==> src/rtl/regime_count_arbiter_pkg.sv <==
// Shared encodings for the regime count arbiter: requester port indices and
// run-counting modes.
package regime_count_arbiter_pkg;

  localparam int unsigned NumPorts = 2;

  typedef enum logic {
    Port0 = 1'b0,
    Port1 = 1'b1
  } port_e;

  typedef enum logic {
    LeadingOnes  = 1'b0,
    LeadingZeros = 1'b1
  } mode_e;

  function automatic port_e other_port(input port_e p);
    return (p == Port0) ? Port1 : Port0;
  endfunction

  // Leading-zeros mode is a leading-ones count on the inverted word.
  function automatic logic invert_for(input mode_e m);
    return (m == LeadingZeros);
  endfunction

endpackage

==> src/rtl/regime_count_arbiter_clo.sv <==
// Count-leading-ones datapath: locates the highest 0 bit of the word and
// derives the run length from it.
module regime_count_arbiter_clo #(
  parameter int unsigned N = 8,
  parameter int unsigned S = $clog2(N)
) (
  input  logic [N-1:0] word,
  output logic [S-1:0] count,
  output logic [S-1:0] index,
  output logic         all
);

  localparam logic [S-1:0] TopIdx = S'(N - 1);

  always_comb begin
    index = '0;
    // Ascending scan, so the last hit is the highest 0 bit.
    for (int unsigned i = 0; i < N; i++) begin
      if (!word[i]) begin
        index = S'(i);
      end
    end
    all   = &word;
    count = TopIdx - index;
  end

endmodule

==> src/rtl/regime_count_arbiter.sv <==
// Two-requester round-robin front end sharing one leading-run counter, with a
// one-entry registered response slot per requester.
module regime_count_arbiter
  import regime_count_arbiter_pkg::*;
#(
  parameter int unsigned N = 8,
  parameter int unsigned S = $clog2(N)
) (
  input  logic         clk,
  input  logic         rst_n,

  input  logic         req0_valid,
  output logic         req0_ready,
  input  logic [N-1:0] req0_bits,
  input  logic         req0_mode,
  output logic         rsp0_valid,
  input  logic         rsp0_ready,
  output logic [S-1:0] rsp0_count,
  output logic [S-1:0] rsp0_index,
  output logic         rsp0_all,

  input  logic         req1_valid,
  output logic         req1_ready,
  input  logic [N-1:0] req1_bits,
  input  logic         req1_mode,
  output logic         rsp1_valid,
  input  logic         rsp1_ready,
  output logic [S-1:0] rsp1_count,
  output logic [S-1:0] rsp1_index,
  output logic         rsp1_all
);

  logic [NumPorts-1:0] req_valid;
  logic [NumPorts-1:0] rsp_ready;
  logic [NumPorts-1:0] eligible;
  logic [NumPorts-1:0] grant;

  logic [NumPorts-1:0] rsp_valid_q, rsp_valid_d;
  logic [S-1:0]        rsp_count_q [NumPorts];
  logic [S-1:0]        rsp_index_q [NumPorts];
  logic [NumPorts-1:0] rsp_all_q;

  port_e ptr_q, ptr_d;
  port_e win;

  logic [N-1:0] sel_bits;
  logic         sel_mode;
  logic [N-1:0] eff_word;
  logic [S-1:0] clo_count;
  logic [S-1:0] clo_index;
  logic         clo_all;

  assign req_valid = {req1_valid, req0_valid};
  assign rsp_ready = {rsp1_ready, rsp0_ready};

  // A slot being drained this cycle can accept a new result on the same edge.
  assign eligible = req_valid & ~(rsp_valid_q & ~rsp_ready);

  always_comb begin
    grant = '0;
    win   = Port0;
    unique case (eligible)
      2'b01: begin
        win   = Port0;
        grant = 2'b01;
      end
      2'b10: begin
        win   = Port1;
        grant = 2'b10;
      end
      2'b11: begin
        win   = ptr_q;
        grant = (ptr_q == Port1) ? 2'b10 : 2'b01;
      end
      default: begin
        win   = Port0;
        grant = '0;
      end
    endcase
    // Nothing is accepted while reset is held.
    if (!rst_n) begin
      grant = '0;
    end
  end

  assign ptr_d = (grant != '0) ? other_port(win) : ptr_q;

  assign req0_ready = grant[0];
  assign req1_ready = grant[1];

  always_comb begin
    sel_bits = (win == Port1) ? req1_bits : req0_bits;
    sel_mode = (win == Port1) ? req1_mode : req0_mode;
    eff_word = invert_for(mode_e'(sel_mode)) ? ~sel_bits : sel_bits;
  end

  regime_count_arbiter_clo #(
    .N(N),
    .S(S)
  ) u_clo (
    .word  (eff_word),
    .count (clo_count),
    .index (clo_index),
    .all   (clo_all)
  );

  always_comb begin
    for (int k = 0; k < NumPorts; k++) begin
      rsp_valid_d[k] = rsp_valid_q[k] & ~rsp_ready[k];
      if (grant[k]) begin
        rsp_valid_d[k] = 1'b1;
      end
    end
  end

  always_ff @(posedge clk or negedge rst_n) begin
    if (!rst_n) begin
      ptr_q       <= Port0;
      rsp_valid_q <= '0;
      rsp_all_q   <= '0;
      for (int k = 0; k < NumPorts; k++) begin
        rsp_count_q[k] <= '0;
        rsp_index_q[k] <= '0;
      end
    end else begin
      ptr_q       <= ptr_d;
      rsp_valid_q <= rsp_valid_d;
      for (int k = 0; k < NumPorts; k++) begin
        if (grant[k]) begin
          rsp_count_q[k] <= clo_count;
          rsp_index_q[k] <= clo_index;
          rsp_all_q[k]   <= clo_all;
        end
      end
    end
  end

  assign rsp0_valid = rsp_valid_q[0];
  assign rsp0_count = rsp_count_q[0];
  assign rsp0_index = rsp_index_q[0];
  assign rsp0_all   = rsp_all_q[0];

  assign rsp1_valid = rsp_valid_q[1];
  assign rsp1_count = rsp_count_q[1];
  assign rsp1_index = rsp_index_q[1];
  assign rsp1_all   = rsp_all_q[1];

endmodule

==> config.mk <==
export PLATFORM = sky130hd
export DESIGN_NAME = regime_count_arbiter
export DESIGN_NICKNAME = d
export VERILOG_FILES = /design/src/rtl/regime_count_arbiter_pkg.sv /design/src/rtl/regime_count_arbiter_clo.sv /design/src/rtl/regime_count_arbiter.sv
export SDC_FILE = /design/constraint.sdc
export NUM_CORES = 1
export LEC_CHECK = 0
export CORE_MARGIN = 2
export CORE_UTILIZATION = 35
export CTS_CLUSTER_DIAMETER = 60
export DETAILED_ROUTE_END_ITERATION = 10
export GPL_ROUTABILITY_DRIVEN = 0
export PLACE_DENSITY = 0.71
export SLEW_MARGIN = 20
export SYNTH_ARGS = -nofsm -noshare
export SYNTH_HDL_FRONTEND = slang
export SYNTH_SLANG_ARGS = --single-unit
export TNS_END_PERCENT = 10
==> constraint.sdc <==
create_clock -name clk -period 1.35 [get_ports clk]
set_input_delay 0.2025 -clock clk [delete_from_list [all_inputs] [get_ports clk]]
set_output_delay 0.2025 -clock clk [all_outputs]
set_load 0.05 [all_outputs]
# --- Word-level counts from Yosys, hierarchy flattened ---
# Index checks and enable logic that the tools add are counted.
word_totals:
  mem_count: 0
  elab_cells: 40
  reg_bits: 17
  mem_bits_rw: 0
  rom_bits: 0
  latchBits: 0
  out_inout_bits: 18
  input_bits: 24
op_classes:
  n_mul: 0
  n_addsub: 1
  magnitude_cmp: 0
  eq_ne: 3
  n_mux: 17
  n_bitwise: 9
  n_reduce_logical: 2
  shift: 0
  div_mod_pow: 0
ops:
  columns: ["op", "n"]
  rows:
  - ["8-bit 2-to-1 mux", 2]
  - ["3-bit 2-to-1 mux", 4]
  - ["2-bit 2-to-1 mux", 4]
  - ["8-bit inverter", 1]
  - ["8-bit AND reduction", 1]
  - ["2-bit one-hot mux with 3 select lines", 1]
  - ["1-bit 2-to-1 mux", 5]
  - ["2-bit bitwise AND", 2]
  - ["2-bit == test (second input constant)", 2]
  - ["2-bit inverter", 2]
  - ["3-bit subtractor (first input constant)", 1]
  - ["1-bit bitwise AND", 2]
  - ["2-bit by 1-bit == test with 1-bit output (second input constant)", 1]
  - ["1-bit inverter", 2]
  - ["1-bit one-hot mux with 2 select lines", 1]
  - ["2-bit nonzero test", 1]

# --- Logic depth before layout (Yosys ltp) ---
depth:
  word_depth: 17
  ltp_mapped: 7
  ltp_nobuf: 6

# --- Cells and area by module ---
# From an unflattened synthesis, not the netlist that was laid out.
unflattened:
  hier_cells: 94
  area_unflattened_um2: 1019.7
by_module_without_submodules:
  columns: ["mod", "cells_each", "area_each_um2", "n_inst"]
  rows:
  - ["regime_count_arbiter", 80, 935.9, 1]
  - ["regime_count_arbiter_clo", 14, 83.8, 1]

# --- Least setup slack after synthesis ---
# No wires, ideal clock.
synth_path:
  path_kind: "register -> register"
  from: "register rsp_valid_q[0]"
  to: "register rsp_count_q, in the netlist rsp1_count[1]"
  synth_period_minus_slack_ns: 1.824
  setup_slack_ns: -0.474
  setup_time_ns: 0.119
  t_arrival_ns: 1.705
  stages_incl_launch_ff: 6
  path_buffers: 0
  required_ns: 1.231
  cell_sequence: "dfrtp_1 nor2b_4 o311a_4 nand2_2 inv_1 o21a_1"
synth_via:
  elab_cells_between_ends: 21
synth_lines:
  columns: ["element", "line", "text"]
  rows:
  - ["start, declared", "regime_count_arbiter.sv:38", "logic [NumPorts-1:0] rsp_valid_q, rsp_valid_d;"]
  - ["start signal, assigned", "regime_count_arbiter.sv:127", "rsp_valid_q <= rsp_valid_d;"]
  - ["2-bit bitwise AND *", "regime_count_arbiter.sv:57", "assign eligible = req_valid & ~(rsp_valid_q & ~rsp_ready);"]
  - ["2-bit inverter *", "regime_count_arbiter.sv:57", null]
  - ["2-bit bitwise AND *", "regime_count_arbiter.sv:57", null]
  - ["2-bit == test or 2-bit by 1-bit == test with 1-bit output (tied branches)", "regime_count_arbiter.sv:62", "unique case (eligible)"]
  - ["2-bit one-hot mux with 3 select lines *", "regime_count_arbiter.sv:62", null]
  - ["2-bit 2-to-1 mux *", "regime_count_arbiter.sv:81", "if (!rst_n) begin"]
  - ["named net req1_ready", "regime_count_arbiter.sv:23", "output logic req1_ready,"]
  - ["end signal, assigned by index", "regime_count_arbiter.sv:130", "rsp_count_q[k] <= clo_count;"]
  - ["end, declared", "regime_count_arbiter.sv:39", "logic [S-1:0] rsp_count_q [NumPorts];"]
# The timed path passes the listed nets; every way through them passes the cells marked *.
# A chain may end at the register's enable or synchronous reset.

# --- Final worst setup path ---
layout_path:
  from: "register rsp_valid_q[0]"
  to: "output req1_ready"
layout_via:
  elab_chain_len: 6
  elab_cells_between_ends: 8
layout_lines:
  columns: ["element", "line"]
  rows:
  - ["2-bit bitwise AND *", "regime_count_arbiter.sv:57"]
  - ["2-bit inverter *", "regime_count_arbiter.sv:57"]
  - ["2-bit bitwise AND *", "regime_count_arbiter.sv:57"]
  - ["2-bit == test or 2-bit by 1-bit == test with 1-bit output (tied branches)", "regime_count_arbiter.sv:62"]
  - ["2-bit one-hot mux with 3 select lines *", "regime_count_arbiter.sv:62"]
  - ["2-bit 2-to-1 mux *", "regime_count_arbiter.sv:81"]
  - ["end, declared", "regime_count_arbiter.sv:23"]
# Every way passes the cells marked *; elsewhere a longest branch is shown, timed or not.

==> impl_metrics.ini <==
[cells_and_area]
drive_gt1_share_pct = 38.0
nNetsFinal = 204
syn2layout_area_growth_pct = 97.3
antenna_cells = 0

[floorplan]
io_pins = 42
fp.dieH_um = 56.7
initial_core_util_pct = 36.1
die_area_um2 = 3210
die_x_um = 56.7
std_cell_rows = 19
core_region_area_um2 = 2690

[sta]
worst_pin_slew_ns = 0.294
min_period_ns = 1.75
fin_ws_ns = -0.398
period_share_pct = 130
max-slew-margin-rel_pct = 80.3
hold_viol = 0
hold_ws_ns = 0.304
setup_tns_ns = -2.79
rsz0062_at_grt = true
max_freq_ghz = 0.572
finClkSkew_ns = 0.00421
setup_viol = 17
finalMaxSlewViolations = 0

[detailed_routing]
drt-initial-drc-count = 34
first_pass_iters = 5
wl_per_cell_um = 14.1
drcViolationCount = 0
drtAntennaViolNets = 0
via_per_inst = 5.25
finalWirelength_um = 2970
num_vias = 1103

[clock_network]
clk_latency_ns = 0.30
cts.reportedPaths.clkPinSlew_ns = 0.10
clkSinkCount = 17
hold_buffers = 0
numCtsBuffers = 3
cts_root_buffer = clkbuf_4
cts_max_level = 1
clockBufferDepth = 2
cts_tree = built

[global_routing]
overflow = 0
grt_pass1_wl_um = 4860
antenna_found_initial = 0
grt_pass1_vias = 1141
grt_max_degree = 13
grtUsageTotal_pct = 19.4

[min_path]
holdCritPathClass = primary input to async pin

[outcome]
violations = negative setup slack
status = finished, violations left

[setup_path]
cp_cell_sequence = nor2b_4 > o311a_4 > nand2_4 > clkinvlp_4 > buf_12
path_buf_inv = 2
cpPeakStageDelay_ns = 0.42
crit_arrival_ns = 1.55
crit_fanout = 3
cp-end-kind = primary output
critical_path.top_delay_family = flip-flops
start_kind = register
cp_data_required_time_ns = 1.15
path_class = register to primary output
slowest_stage = dfrtp_2

[power_and_ir_drop]
power.density_nw_per_um2 = 1150
ir_worst_vdd_mv = 1.03
leakage_nw = 0.877

[synthesis]
async_flop_share_pct = 100
post_synth.cell_area_avg_um2 = 9.25
synthCells = 105
synthDistinctLibCells = 34
synth-edff-count = 0
synth-main-ff-cell = dfrtp_1
syn_area_um2 = 971
yosysSeqAreaShare_pct = 43.8
synth.net_count = 129
ys_ff_latch = 17
yosysWarnings = 0

[placed_design]
post-dp-hpwl_um = 2350
io_buffers = 41

[job]
max_cap_violations = 0
-- power breakdown --
part | internal [W] | switching (W) | total [W]
registers | 0.000607 | 0.000107 | 0.000714
clock network | 0.000115 | 0.000168 | 0.000284
logic | 0.000627 | 0.000580 | 0.00121
-- worst register-to-register path, delay by kind of cell (launching register included) --
kind                   cells  cell delay (ns)
AO/OA/AOI/OAI              3             0.65
buffers and inverters      1             0.15
multiplexers               1             0.26
flip-flops                 1             0.42
AND/OR/NAND/NOR            1             0.13
-- area by class of cell --
| cell class | count | area, um^2 |
|---|---|---|
| Clock buffer | 4 | 26.3 |
| Multi-Input combinational cell | 79 | 544 |
| Tap cell | 31 | 38.8 |
| Timing Repair Buffer | 71 | 840 |
| Sequential cell | 17 | 428 |
| Inverter | 8 | 38.8 |
| Fill cell | 199 | 771 |
-- cells by family after synthesis --
| logic type | Yosys count | share of synthesized area [%] |
|---|---|---|
| AND/OR/NAND/NOR | 43 | 24.2 |
| buffers and inverters | 9 | 4.38 |
| flip-flops | 17 | 43.8 |
| AO/OA/AOI/OAI | 35 | 26.0 |
| multiplexers | 1 | 1.55 |
-- sequential cells by signal, indices dropped and copies added (netlist names) --
signal       count
ptr_q            1
rsp0_count       3
rsp0_index       3
rsp1_count       3
rsp1_index       3
rsp_all_q        2
rsp_valid_q      2
-- timing repair --
item / CTS / global route
setup endpoints to repair: 13 / 17
setup buffers: 2 / 3
cloned: 0 / 0
pin swaps: 1 / 2
resized for setup: 7 / 2
-- layout by cell type (no fill, tap or decap), types with 2 or more instances in the layout --
master and instances:
inv_1 6, dfrtp_2 2, clkdlybuf4s50_1 22, buf_4 28, a21o_1 2, a21oi_1 6, nor2_1 10, a31oi_1 3
nand2_1 14, o21ai_0 8, nand3_2 3, clkbuf_4 3, nand3b_1 4, o21a_1 2, dfrtp_1 15, buf_12 20
nand2b_1 4
-- metrics by stage --
step / total power, W / std cells / worst slack (ns) / instance area (um^2) / util (%)
after floorplan: 0.00119 / 105 / -0.392 / 982 / -
after global placement: 0.00186 / 201 / -0.386 / 1810 / 67.5
after detailed placement: 0.00189 / 201 / -0.412 / 1810 / 67.5
after CTS: 0.00220 / 207 / -0.402 / 1880 / 70.1
after global routing: 0.00230 / 210 / -0.458 / 1920 / 71.3
final: 0.00220 / 210 / -0.398 / 1920 / 71.3
-- cell usage after synthesis, drive strengths merged (2+ instances only) --
library cell,n,area (um^2)
nand3b,4,30.0
a311oi,2,23.8
o21a,2,15.0
a31oi,3,18.8
o311a,2,31.3
inv,7,26.3
a21o,2,15.0
nor2,11,48.8
dfrtp,17,425
a21oi,6,30.0
nand2,15,58.8
nand2b,5,31.3
nand3,4,20.0
o21ai,9,45.0
-- worst paths after layout --
kind | startpoint | endpoint | slack, ns | depth (start not counted)
setup / recovery | rsp_valid_q[0]$_DFF_PN0_ | req1_ready | -0.40 | 5
hold / removal | rst_n | rsp1_count[0]$_DFFE_PN0P_ | 0.30 | 2
setup reg to reg | rsp_valid_q[0]$_DFF_PN0_ | rsp0_count[1]$_DFFE_PN0P_ | -0.36 | 6
hold reg to reg | rsp_all_q[1]$_DFFE_PN0P_ | rsp_all_q[1]$_DFFE_PN0P_ | 0.54 | 2
max in group asynchronous | rst_n | rsp_valid_q[0]$_DFF_PN0_ | 0.80 | 3
min in group clk | rsp0_ready | rsp_valid_q[0]$_DFF_PN0_ | 0.51 | 4
-- per-layer routing --
layer | vias up | global-route usage (%) | wire (um)
li1 | 528 | - | -
met1 | 532 | 21.1 | 1120
met2 | 39 | 36.2 | 1700
met3 | 4 | 3.46 | 121
met4 | 0 | 8.16 | 21
met5 | - | 0 | 0
Power figures use the tool's default switching activity.
